**config.mk**
```make
export PLATFORM = sky130hd
export DESIGN_NAME = multdiv_step_counter
export DESIGN_NICKNAME = d
export VERILOG_FILES = /design/src/rtl/multdiv_step_counter.sv
export SDC_FILE = /design/constraint.sdc
export NUM_CORES = 1
export LEC_CHECK = 0
export CAP_MARGIN = 10
export CORE_MARGIN = 2
export CORE_UTILIZATION = 36
export DETAILED_ROUTE_END_ITERATION = 6
export GPL_ROUTABILITY_DRIVEN = 0
export PLACE_DENSITY = 0.72
export SLEW_MARGIN = 20
export SYNTH_ARGS = -nofsm -noshare
export SYNTH_HDL_FRONTEND = slang
export SYNTH_SLANG_ARGS = --single-unit
```
**constraint.sdc**
```tcl
create_clock -name clock -period 1.5 [get_ports clock]
set_clock_uncertainty 0.2 [all_clocks]
set_input_delay 0.375 -clock clock [delete_from_list [all_inputs] [get_ports clock]]
set_output_delay 0.375 -clock clock [all_outputs]
set_load 0.05 [all_outputs]
```
**src/rtl/multdiv_step_counter.sv**
```systemverilog
// Purpose : loadable down-counting iteration sequencer; on start it issues N
//           consecutive step cycles, then a single done pulse.
// Latency : done appears N+1 cycles after start is accepted (1 cycle for N = 0).
// Backpressure: none; start is ignored while running, abort wins over start.
//
// Ports:
//   clock       - rising-edge clock
//   clear_n     - asynchronous active-low reset
//   start       - request a new operation (accepted in IDLE or DONE)
//   count_init  - iteration count N, captured with an accepted start
//   abort       - cancel a running operation, also blocks a start
//   busy / step - high while iterating
//   count       - remaining iterations including the current one
//   done        - one-cycle completion pulse
module multdiv_step_counter #(
    parameter int WIDTH = 6
) (
    input  logic             clock,
    input  logic             clear_n,
    input  logic             start,
    input  logic [WIDTH-1:0] count_init,
    input  logic             abort,
    output logic             busy,
    output logic             step,
    output logic [WIDTH-1:0] count,
    output logic             done
);

    typedef enum logic [1:0] {
        IDLE = 2'd0,
        RUN  = 2'd1,
        DONE = 2'd2
    } state_t;

    state_t           state;
    state_t           state_nxt;
    logic [WIDTH-1:0] count_nxt;
    logic             accept;

    // Abort has priority over start in every state that listens to start.
    assign accept = start & ~abort;

    always_ff @(posedge clock or negedge clear_n) begin
        if (!clear_n) begin
            state <= IDLE;
            count <= '0;
        end else begin
            state <= state_nxt;
            count <= count_nxt;
        end
    end

    always_comb begin
        state_nxt = state;
        count_nxt = count;
        case (state)
            // DONE behaves like IDLE for new requests so operations can
            // run back to back without an idle gap.
            IDLE, DONE: begin
                if (accept) begin
                    if (count_init == '0) begin
                        // Zero-length operation: report completion, no steps.
                        state_nxt = DONE;
                        count_nxt = '0;
                    end else begin
                        state_nxt = RUN;
                        count_nxt = count_init;
                    end
                end else begin
                    state_nxt = IDLE;
                    count_nxt = '0;
                end
            end
            RUN: begin
                if (abort) begin
                    // Cancelled work never reports done, even on the last step.
                    state_nxt = IDLE;
                    count_nxt = '0;
                end else if (count == WIDTH'(1)) begin
                    state_nxt = DONE;
                    count_nxt = '0;
                end else begin
                    state_nxt = RUN;
                    count_nxt = count - WIDTH'(1);
                end
            end
            default: begin
                state_nxt = IDLE;
                count_nxt = '0;
            end
        endcase
    end

    // All outputs are decoded from registered state only.
    assign busy = (state == RUN);
    assign step = (state == RUN);
    assign done = (state == DONE);

endmodule

```
[Yosys cells after proc, flatten, opt, wreduce, memory -nomap -nowiden]
Index checks and enable logic that the tools add are counted.
Word-level totals
  register bits after elaboration: 8
  bits of input ports: 10
  output and inout bits: 9
  logic and storage cells: 21
Operators by class
  $add $sub $neg: 1
  eq/ne operators: 3
  muxes and demuxes: 10
  bitwise logic cells: 2
  reduce and logical (&&, ||, !) cells: 3
Operator list (count)
  two-way mux 6 bit: 4
  one-hot mux 6 bit (2 select lines): 1
  two-way mux 2 bit: 4
  == test 6 x 1 -> 1 bit (second input constant): 1
  logical NOT 6 bit: 1
  subtractor 6 x 1 -> 6 bit (second input constant): 1
  one-hot mux 2 bit (2 select lines): 1
  == test 2 x 1 -> 1 bit (second input constant): 1
  == test 2 bit (second input constant): 1
  logical NOT 2 bit: 1
  OR reduction 2 bit: 1
  bitwise AND 1 bit: 1
  NOT 1 bit: 1

[Depth between registers and ports, before layout]
Gate-level depths: netlist of run 1.
  word-level depth: 4
  mapped depth: 5
  depth with buffers taken out: 5

[Worst setup path after synthesis of run 1]
No wires, ideal clock.
  path kind: reg-to-output
  start point: register state[0]
  end point: output step
  data arrival time: 1454 ps
  data required time: 925 ps
  setup slack: -529 ps
  stages on the path, launching flop included: 3
  buffers on the path: 1
  path through: dfrtp_1 > nor2b_1 > buf_4
On the way
  longest elaborated chain between the ends: 1
RTL lines
  start, declared: RTL line 35  | state_t state;
  start signal, assigned: RTL line 48  | state <= state_nxt;
  == test 2 x 1 -> 1 bit
  end, declared: RTL line 24  | output logic step,
No other way between the ends.

[Worst setup path after layout of run 1]
  start point: register state[1]
  end point: output done
On the way
  longest elaborated chain between the ends: 1
RTL lines
  == test 2 bit: RTL line 97  | assign done = (state == DONE);
  end, declared: RTL line 26  | output logic done
No other way between the ends.

==> impl_metrics.csv, run 1 <==
group,metric,value,unit
global_routing,grt_util_all_layers,0.1931,
placed_design,portBuffers,18,
clocking,htreeDepth,1,
critical_path,cp_max_fo,3,
die,ios,19,
die,die_x,40.25,um
logic_synthesis,yosys.area.top_type,"dfrtp_1",
pwr,power_per_cell_area,1097,nW/um^2
critical_path,crit_path_start,"state[1]",
logic_synthesis,ys.warnings.count,0,
finish,fin_nets,95,
clocking,clock-root-buffer,"clkbuf_4",
critical_path,critical_path_class,"reg -> out",
critical_path,required,0.92,ns
logic_synthesis,synth_area,473.0,sq um
clocking,clockBufferDepth,2,
routing,viasPerCell,5.072,
global_routing,grt.overflow.total,0,
critical_path,rr_startpoint,"state[0]",
global_routing,grt_pass1_vias,458,
critical_path,r2r-end,"count[5]",
routing,detail_route.wl_per_cell,15.66,um
critical_path,max_stage_delay,0.42,ns
critical_path,path_delay_family,"flip-flops",
logic_synthesis,yosysSeqAreaShare,0.4233,
finish,design_area,939.7,sq um
sta,fin_tns_setup,-0.3205,ns
placed_design,placed_cells,87,
logic_synthesis,syn_inst,49,
placed_design,dpl.hpwl,923.4,um
sta,post-route-min-period,1.596,ns
sta,slew_violations,0,
pwr,ir_drop,564.3,uV
critical_path,critPathCaptureType,"output pin",
sta,fmax,626.5,MHz
logic_synthesis,synth_seq_cells,8,
sta,slew_headroom,0.7392,
job,cap_violations,0,
critical_path,reg2reg_slack,-0.04,ns
sta,fin_crit_sh,1.064,
logic_synthesis,synth.area.top_cells,"dfrtp_1, nand2_1, xnor2_1",
critical_path,cp_slowest_cell,"dfrtp_1",
routing,drt_wl_total,1519,um
finish,drive_gt1_frac,0.5122,
logic_synthesis,synth_cell_types,24,
routing,dr.pass1.iters,4,
sta,fin_ws,-0.09609,ns
global_routing,grt_max_degree,9,
die,initial_core_util,0.3728,
critical_path,reg2reg_depth,4,
clocking,cts_tree,"done",
die,dieArea,1620,sq um
routing,vias,492,
clocking,clkTransAtPathRegs,0.07,ns
routing,drcViolationCount,0,
logic_synthesis,synth_top_area_share,0.4233,
status,outcome,"complete, but fails checks",
global_routing,grt_pass1_wl,1966,um
die,die_h,40.25,um
placed_design,place_area,829.5,sq um
clocking,clk_latency,0.26,ns
sta,worst_pin_slew,0.3900,ns
critical_path,crit_chain,"and2b_1 -> buf_12",
pwr,p_leak,0.4032,nW
die,rows,13,
clocking,postCtsHoldBufs,0,
clocking,cts_sinks,8,
pwr,total_power,1.031,mW
critical_path,crit_buf_inv,1,
logic_synthesis,avgSynthCellArea,9.652,sq um
sta,hold_viol,0,
routing,first_iter_violations,9,
worst_hold_path,hold_path.class,"in -> async",
sta,rsz0062_at_grt,"yes",
critical_path,start_kind,"flop",
sta,setup_viol,6,
clocking,cts_buffers,3,
finish,num_antenna_cells,0,
die,fp.coreArea,1269,sq um
critical_path,critical_path_arrival,1.02,ns
logic_synthesis,synth_nets,61,
finish,syn2layout_area_growth,98.68,%
finish,stdcell_count,97,
placed_design,place_ws,-0.3328,ns
routing,antenna_left,0,
global_routing,antenna_found_initial,0,
status,failed_checks,"negative setup slack",
[worst register-to-register path, stage by stage (launching register included)]
cell and delay [ns]:
dfrtp_1 0.36, buf_4 0.12, or3b_4 0.40, a21o_4 0.22, a22oi_2 0.16
[routing by layer]
layer | up-vias | share of wire | wire, um | track usage
li1 | 235 | - | - | -
met1 | 236 | 0.40 | 602 | 0.2457
met2 | 19 | 0.54 | 826 | 0.3105
met3 | 2 | 0.045 | 69 | 0.05000
met4 | 0 | 0.014 | 21 | 0.07500
met5 | - | 0 | 0 | 0
[timing repair]
item                       CTS  global route
setup endpoints to repair   13            13
gates resized for setup      7             4
buffers inserted             4             2
cloned                       0             0
pin swaps                    4             3
[sequential cells by signal (all words and copies together) (netlist names)]
signal / count
count: 6
state: 2
[report_power, final]
part	internal (mW)	switching [mW]	total, mW
Sequential	0.246	0.0407	0.287
Combinational	0.292	0.267	0.559
Clock	0.102	0.0830	0.185
Total	0.640	0.391	1.03
[cells in the mapped netlist, drive strengths merged]
cell type and number:
and2b 1, ha 2, nand2 7, nand4 1, nor2b 1, a21oi 1, nor3b 2, nand3 1
nor2 5, a21o 2, a21bo 1, inv 2, o21ai 6, xnor2 3, dfrtp 8, nor3 1
or3b 1, nor4 1, a22oi 2, buf 1
[layout by cell type (no fill, tap or decap), types with 2 or more instances in the layout]
master / instances
clkbuf_4: 3
clkdlybuf4s50_1: 8
dfrtp_1: 2
xnor2_1: 3
dfrtp_2: 6
buf_12: 9
o21ai_1: 4
buf_4: 8
nor2_1: 5
buf_6: 4
nand2_1: 7
[cell families (layout without fill, tap and decap cells)]
kind of cell    count (synthesis)  after routing  share of synthesized area
simple gates                   21             21                     0.2513
compound gates                 12             12                     0.1852
xor+xnor                        3              3                    0.05557
buf+inv                         3             36                    0.03176
fa+ha+maj                       2              2                    0.05290
flops                           8              8                     0.4233
[metrics by stage]
| step | hold slack (ns) | util |
|---|---|---|
| 5_1_grt | 0.2277 | 0.7406 |
| 3_3_place_gp | 0.4152 | 0.6538 |
| 3_5_place_dp | 0.4231 | 0.6538 |
| 6_report | 0.2007 | 0.7406 |
| 2_1_floorplan | -0.1206 | - |
| 4_1_cts | 0.2026 | 0.7130 |
[final cells by class]
class	instances	area, sq um
fillers	85	329.1
flip-flops and latches	8	207.7
well taps	15	18.77
clock buffers	4	26.28
multi-input cells	38	305.3
repair buffers	30	374.1
inverters	2	7.507
[worst max path at each step]
| stage | end | slack (ns) | cells after the start |
|---|---|---|---|
| CTS | done | -0.09 | 2 |
| detailed placement | count[5] | -0.33 | 4 |
| global placement | count[4] | -0.31 | 4 |
| floorplan | step | 0.001 | 2 |
| global route | done | -0.13 | 2 |
| finish | done | -0.1 | 2 |
No activity file was read; power rests on OpenSTA's default activity.
==> run 2, diff against run 1 <==
--- a/config.mk
+++ b/config.mk
@@ -10,7 +10,9 @@
 export CORE_UTILIZATION = 36
 export DETAILED_ROUTE_END_ITERATION = 6
 export GPL_ROUTABILITY_DRIVEN = 0
-export PLACE_DENSITY = 0.72
+export HOLD_SLACK_MARGIN = 0.1
+export PLACE_DENSITY = 0.83
+export REMOVE_ABC_BUFFERS = 1
 export SLEW_MARGIN = 20
 export SYNTH_ARGS = -nofsm -noshare
 export SYNTH_HDL_FRONTEND = slang
==> run 2 against run 1 <==
Against the previous run:
- the run still ends with negative setup slack left
- sequential share of layout area down 2.1 points
- flip-flop and latch count did not move
- hold slack worse by 0.0097 ns
- utilization grew 4.8 points
- clock power about the same
- sequential power fell by 5%
- die area unchanged
- combinational power is 13% higher
- critical path type unchanged
- highest routed layer unchanged
==> impl_metrics.csv, run 2 (synthesized netlist as in run 1, its figures left out) <==
group,metric,value,unit
finish,drive_gt1_frac,0.5287,
die,ios,19,
clocking,clockBufferDepth,2,
critical_path,start_kind,"flop",
pwr,p_leak,0.4543,nW
routing,antenna_left,0,
global_routing,antenna_found_initial,0,
job,cap_violations,0,
sta,slew_violations,0,
global_routing,grt.overflow.total,0,
clocking,cts_tree,"done",
routing,dr.pass1.iters,4,
sta,worst_pin_slew,0.3954,ns
clocking,cts_buffers,3,
critical_path,critical_path_class,"reg -> out",
global_routing,grt_max_degree,9,
sta,rsz0062_at_grt,"yes",
placed_design,portBuffers,18,
die,fp.coreArea,1269,sq um
finish,num_antenna_cells,0,
clocking,htreeDepth,1,
routing,drcViolationCount,0,
sta,fin_ws,-0.1467,ns
finish,syn2layout_area_growth,111.6,%
finish,largest_reg_flops,6,
sta,hold_viol,0,
clocking,clk_latency,0.27,ns
global_routing,grt_util_all_layers,0.2176,
sta,fmax,607.3,MHz
pwr,total_power,1.092,mW
die,die_h,40.25,um
finish,final_common_cell,"buf_4",
finish,reg_top3,"count (6), state (2)",
clocking,cts_sinks,8,
sta,fin_crit_sh,1.098,
critical_path,critical_path_arrival,1.07,ns
finish,mostFrequentLayoutCells,"buf_4, buf_12, dfrtp_1, clkdlybuf4s50_1, nand2_1",
global_routing,grt_pass1_vias,508,
sta,setup_viol,10,
finish,top_register,"count",
die,rows,13,
routing,first_iter_violations,12,
routing,viasPerCell,5.225,
placed_design,dpl.hpwl,1003,um
clocking,clkTransAtPathRegs,0.07,ns
global_routing,grt_pass1_wl,2208,um
critical_path,critPathCaptureType,"output pin",
routing,vias,533,
critical_path,cp_max_fo,4,
die,die_x,40.25,um
pwr,ir_drop,569.7,uV
die,initial_core_util,0.3728,
worst_hold_path,hold_path.class,"in -> async",
critical_path,required,0.92,ns
routing,detail_route.wl_per_cell,15.87,um
clocking,clock-root-buffer,"clkbuf_4",
finish,fin_nets,101,
status,outcome,"complete, but fails checks",
die,dieArea,1620,sq um
routing,drt_wl_total,1619,um
sta,post-route-min-period,1.647,ns
placed_design,place_ws,-0.3457,ns
status,failed_checks,"negative setup slack",
pwr,power_per_cell_area,1091,nW/um^2
finish,utilization,0.7890,
sta,slew_headroom,0.7356,
run 2: what timing repair did:
item,CTS,global route
buffers inserted,5,1
pin swaps,0,6
resized for setup,8,15
endpoints found under the setup margin,15,15
hold buffers,0,0
run 2: routing by layer:
metal / up-vias / share of wire / global-route usage / wire, um
met5: - / 0 / 0 / 0
met4: 0 / 0.0056 / 0.1000 / 9
met3: 2 / 0.035 / 0.05000 / 57
met2: 18 / 0.57 / 0.3911 / 923
met1: 265 / 0.39 / 0.2397 / 628
li1: 248 / - / - / -
run 2: cell type report:
type | instances | area (sq um)
Fill cell | 74 | 267.8
Multi-Input combinational cell | 38 | 325.3
Timing Repair Buffer | 36 | 426.7
Tap cell | 15 | 18.77
Clock buffer | 3 | 22.52
Sequential cell | 8 | 200.2
Inverter | 2 | 7.507
run 2: final timing paths:
path	start	end	slack [ns]	cells after the start
max	state[0]	done	-0.15	2
min	clear_n	count[2]	0.19	1
max reg2reg	count[5]	count[5]	-0.03	5
min reg2reg	count[0]	count[0]	0.46	2
max in group asynchronous	clear_n	state[1]	0.62	1
min in group clock	abort	state[1]	0.43	4
run 2: metrics by stage:
stage,TNS [ns],cell area (sq um),instances,hold WS (ns)
floorplan,-2.496,465.4,48,-0.1206
global placement,-2.409,844.6,93,0.4244
detailed placement,-2.458,844.6,93,0.4214
CTS,-0.3482,930.9,101,0.1983
global route,-0.9680,1001,102,0.2160
finish,-0.4636,1001,102,0.1911
run 2: power by group:
group | switching (mW) | internal [mW]
clock network | 0.0915 | 0.0927
registers | 0.0318 | 0.242
logic | 0.297 | 0.337
run 2: worst max-delay path: stages, from the launching register on:
cell and delay (ns):
dfrtp_1 0.40, and2b_1 0.26, buf_12 0.15
